`config.mk`:
```
export PLATFORM = sky130hd
export DESIGN_NAME = gpio_readback
export DESIGN_NICKNAME = d
export VERILOG_FILES = /design/src/rtl/gpio_readback.sv
export SDC_FILE = /design/constraint.sdc
export NUM_CORES = 2
export LEC_CHECK = 0
export ABC_AREA = 1
export CORE_MARGIN = 2
export CORE_UTILIZATION = 40
export DETAILED_ROUTE_END_ITERATION = 10
export PLACE_DENSITY = 0.65
export SLEW_MARGIN = 15
export SYNTH_ARGS = -nofsm -noshare
export SYNTH_HDL_FRONTEND = slang
export SYNTH_SLANG_ARGS = --single-unit
```
`constraint.sdc`:
```
create_clock -name ADC_CLK -period 41.6 [get_ports ADC_CLK]
set_clock_uncertainty 0.15 [all_clocks]
set_input_delay 12.48 -clock ADC_CLK [delete_from_list [all_inputs] [get_ports ADC_CLK]]
set_output_delay 12.48 -clock ADC_CLK [all_outputs]
set_load 0.02 [all_outputs]
```
`src/rtl/gpio_readback.sv`:
```
// gpio_readback: host-facing readback transmitter.
// On an enable rise the block snapshots N_WORDS status words and their XOR
// checksum, then steps one word per host tick onto GPIO_OUT, ending on the
// checksum. Dropping enable aborts from any state.
module gpio_readback #(
  parameter int GPIO_WIDTH = 32,
  parameter int N_WORDS    = 16,
  parameter int LED_WIDTH  = 8
) (
  input  logic                          ADC_CLK,
  input  logic                          RST,
  input  logic [GPIO_WIDTH-1:0]         GPIO_0,
  input  logic [N_WORDS*GPIO_WIDTH-1:0] stat_flat,
  output logic [GPIO_WIDTH-1:0]         GPIO_OUT,
  output logic                          busy,
  output logic                          done,
  output logic [LED_WIDTH-1:0]          LED_OUT
);

  localparam int         IW   = $clog2(N_WORDS);
  localparam logic [4:0] LAST = 5'(N_WORDS - 1);

  typedef enum logic [1:0] {
    IDLE = 2'd0,
    SEND = 2'd1,
    DONE = 2'd2
  } state_t;

  state_t                                state;
  logic [4:0]                            idx;
  logic [4:0]                            nxt;
  logic [N_WORDS-1:0][GPIO_WIDTH-1:0]    shadow;
  logic [GPIO_WIDTH-1:0]                 csum;
  logic [GPIO_WIDTH-1:0]                 csum_in;

  logic [1:0] en_sync, tk_sync;
  logic       en_d, tk_d;
  logic       en_s, tk_s;
  logic       en_rise, en_low, tk_rise;

  // Two-flop synchronisers for the asynchronous host bits, plus a delay flop
  // each for edge detection. en_d resets low so a held enable re-fires after reset.
  always_ff @(posedge ADC_CLK or posedge RST) begin
    if (RST) begin
      en_sync <= '0;
      tk_sync <= '0;
      en_d    <= 1'b0;
      tk_d    <= 1'b0;
    end else begin
      en_sync <= {en_sync[0], GPIO_0[GPIO_WIDTH-1]};
      tk_sync <= {tk_sync[0], GPIO_0[GPIO_WIDTH-2]};
      en_d    <= en_sync[1];
      tk_d    <= tk_sync[1];
    end
  end

  assign en_s    = en_sync[1];
  assign tk_s    = tk_sync[1];
  assign en_rise = en_s & ~en_d;
  assign en_low  = ~en_s;
  assign tk_rise = tk_s & ~tk_d;
  assign nxt     = idx + 5'd1;

  // Checksum of the live inputs, latched together with the snapshot.
  always_comb begin
    csum_in = '0;
    for (int i = 0; i < N_WORDS; i++)
      csum_in ^= stat_flat[i*GPIO_WIDTH +: GPIO_WIDTH];
  end

  // Readback FSM: enable-low abort wins everywhere; otherwise snapshot in
  // IDLE, step per tick in SEND, park on the checksum in DONE.
  always_ff @(posedge ADC_CLK or posedge RST) begin
    if (RST) begin
      state    <= IDLE;
      idx      <= '0;
      GPIO_OUT <= '0;
      shadow   <= '0;
      csum     <= '0;
    end else if (en_low) begin
      state    <= IDLE;
      idx      <= '0;
      GPIO_OUT <= '0;
    end else begin
      case (state)
        IDLE: begin
          if (en_rise) begin
            shadow   <= stat_flat;
            csum     <= csum_in;
            GPIO_OUT <= stat_flat[GPIO_WIDTH-1:0];
            idx      <= '0;
            state    <= SEND;
          end
        end
        SEND: begin
          if (tk_rise) begin
            if (idx == LAST) begin
              GPIO_OUT <= csum;
              state    <= DONE;
            end else begin
              idx      <= nxt;
              GPIO_OUT <= shadow[nxt[IW-1:0]];
            end
          end
        end
        DONE: ;
        default: begin
          state    <= IDLE;
          idx      <= '0;
          GPIO_OUT <= '0;
        end
      endcase
    end
  end

  assign busy    = (state == SEND);
  assign done    = (state == DONE);
  assign LED_OUT = LED_WIDTH'({state, 1'b0, idx});

endmodule

```
==> flow_metrics.py <==
metrics = {
    "timing": {
        "setup_tns_ps": 0,
        "period_minus_slack_ps": 14750,
        "post-route-period-util_pct": 35.5,
        "hold_viol_final": 0,
        "relSlewSlack_pct": 22.4,
        "setup_violations": 0,
        "worst_pin_slew_ps": 1160,
        "setup_ws_ps": 26850,
        "slew_viol_final": 0,
        "rsz0062_at_grt": "no",
        "fmax_mhz": 67.8,
    },
    "synthesis": {
        "yosys.cell_count.top_type": "nand2_1",
        "synth.avg_cell_area_um2": 6.84,
        "synth_area_leader_cell": "dfrtp_1",
        "synthTopCellsByCount": "nand2_1, dfrtp_1, nand3_1",
        "synth_cells": 5067,
        "yosysSeqAreaShare_pct": 42.5,
        "synthFlopType": "dfrtp_1",
        "synthArstFlopShare_pct": 100,
        "yosysUniqueCellTypes": 31,
        "synth_edf_count": 0,
        "synthTopCellsByArea": "dfrtp_1, nand2_1, nand3_1",
        "syn-cell-area_um2": 34600,
        "ys_ff_latch": 589,
        "yosys_warnings": 0,
        "yosysTopAreaCellShare_pct": 42.5,
        "syn_nets": 5615,
    },
    "critical_path": {
        "startpoint_type": "input port",
        "r2r_cells": 7,
        "cp-startpoint": "RST",
        "reg2reg_from": "state[1]",
        "cp.arrival_ps": 15200,
        "end_kind": "async pin",
        "critPathMaxFanout": 135,
        "required_ps": 42040,
        "worstSetupPathType": "in2async",
    },
    "clocking": {
        "htree_levels": 3,
        "hold_buffers": 0,
        "cts_tree": "built",
        "clockBufferDepth": 3,
        "cts_root_buffer": "clkbuf_16",
        "clkTransAtPathRegs_ps": 60,
        "clkSinkCount": 589,
        "post_cts_buffers": 0,
        "cts_made_buffers": 71,
        "post_cts_resized": 0,
        "insertion_delay_ps": 620,
    },
    "floorplan": {
        "start_util_pct": 40.5,
        "io_pins": 588,
        "die_h_um": 298,
        "rows": 107,
        "core_area_um2": 85500,
        "die_w_um": 298,
        "dieArea_um2": 89000,
    },
    "cells_and_area": {
        "drive_gt1_share_pct": 2.86,
        "fin_nets": 6029,
        "final_core_util_pct": 50.3,
        "area_growth_pct": 24.3,
    },
    "global_route": {
        "grt-ovfl-total": 0,
        "grt_usage_pct": 29.7,
        "grt_pass1_wl_um": 198000,
        "antenna_found_initial": 81,
        "grt_start_max_net_pins": 225,
        "grt_pass1_vias": 32800,
    },
    "drt": {
        "route.vias.total": 33900,
        "postRouteAntennaNets": 0,
        "wire_per_inst_um": 20.1,
        "drtIter0Drc": 2480,
        "via_per_inst": 5.05,
        "wl_um": 135000,
        "dr.pass1.iters": 6,
        "drc": 0,
    },
    "pwr": {
        "p_leak_nw": 22.2,
        "ir_drop_v": 0.0000334,
        "fin_total_pwr_mw": 1.91,
        "power.density_nw_per_um2": 44.3,
    },
    "worst_hold_path": {
        "hp-start": "tk_sync[0]",
        "min_delay_path_depth": 0,
        "holdCritPathClass": "reg2reg",
    },
    "placed_design": {
        "gp_congestion": 0.907,
        "pre_cts_slack_ps": 26020,
        "dp_hpwl_um": 94400,
        "port_buffers": 556,
    },
    "run": {
        "cap_violations": 0,
    },
    "run_status": {
        "status": "complete, no violations",
    },
}
[path summary, 6_finish.rpt]
kind                                to  slack [ps]
hold reg to reg             tk_sync[1]         200
min in group asynchronous  shadow[397]       12190
max in group ADC_CLK              busy       26910
hold / removal              tk_sync[1]         200
setup reg to reg              csum[31]       37180
setup / recovery              csum[26]       26850
[sequential cells by signal, summed over array words and instances (netlist names)]
| register | cells |
|---|---|
| GPIO_OUT | 32 |
| en_d | 1 |
| tk_d | 1 |
| state | 2 |
| idx | 5 |
| csum | 32 |
| en_sync | 2 |
| tk_sync | 2 |
| shadow | 512 |
[power breakdown]
group | total, mW | switching [mW] | internal (mW)
clock network | 0.616 | 0.262 | 0.353
registers | 0.761 | 0.0662 | 0.695
logic | 0.530 | 0.325 | 0.205
total | 1.91 | 0.654 | 1.25
[logic make-up after synthesis]
group	Yosys count	share of synthesized area [%]
AOI/OAI and AO/OA	222	3.28
DFF	589	42.5
buffers and inverters	537	6.81
other	1	0.0108
and+or+nand+nor	3373	38.6
xor gates and xnor gates	343	8.69
adders and majority gates	2	0.0722
[metal layers]
metal / GRT usage, % / up-vias / part of all wire (%)
met5: 0 / - / 0.24
met4: 20.6 / 50 / 6.5
met3: 6.63 / 343 / 7.2
met2: 52.1 / 1038 / 51
met1: 31.7 / 16000 / 35
li1: - / 16500 / -
[final cells by class]
type | instances | area [µm²]
sequential | 589 | 14700
clock buffer | 104 | 2040
inverter | 294 | 1130
timing repair buffer | 584 | 5810
antenna | 43 | 108
clock inverter | 15 | 193
multi-input combinational | 3941 | 17600
tap | 1144 | 1430
fill | 8510 | 42500
[critical path, stage by stage]
cell,delay [ps]
clkdlybuf4s50_1,490
inv_8,480
buf_12,600
buf_4,900
[per-stage QoR]
step / instance area (µm²) / hold WS, ps / std cells
5_1_grt: 43000 / 207 / 6697
3_3_place_gp: 40700 / 185 / 6552
2_1_floorplan: 34600 / 181 / 5067
4_1_cts: 42900 / 202 / 6671
3_5_place_dp: 40700 / 188 / 6552
6_report: 43100 / 202 / 6714
[placed cells by master (no fill, tap or decap), types with 2 or more instances in the layout]
master and instances:
a21oi_1 26, buf_12 3, buf_4 25, bufinv_16 2, clkbuf_1 19, clkbuf_16 71
clkbuf_8 14, clkdlybuf4s50_1 556, clkinv_2 5, clkinvlp_4 2, dfrtp_1 588, diode_2 43
inv_1 281, inv_2 9, inv_6 3, inv_8 3, nand2_1 2763, nand2_2 2
nand2b_1 3, nand3_1 527, nand4_1 2, nor2_1 67, nor2_2 3, nor2_4 3
o21ai_0 172, o21ai_1 18, o22ai_1 2, xnor2_1 201, xor2_1 141
Note: power is estimated with default switching activity, not from simulation.
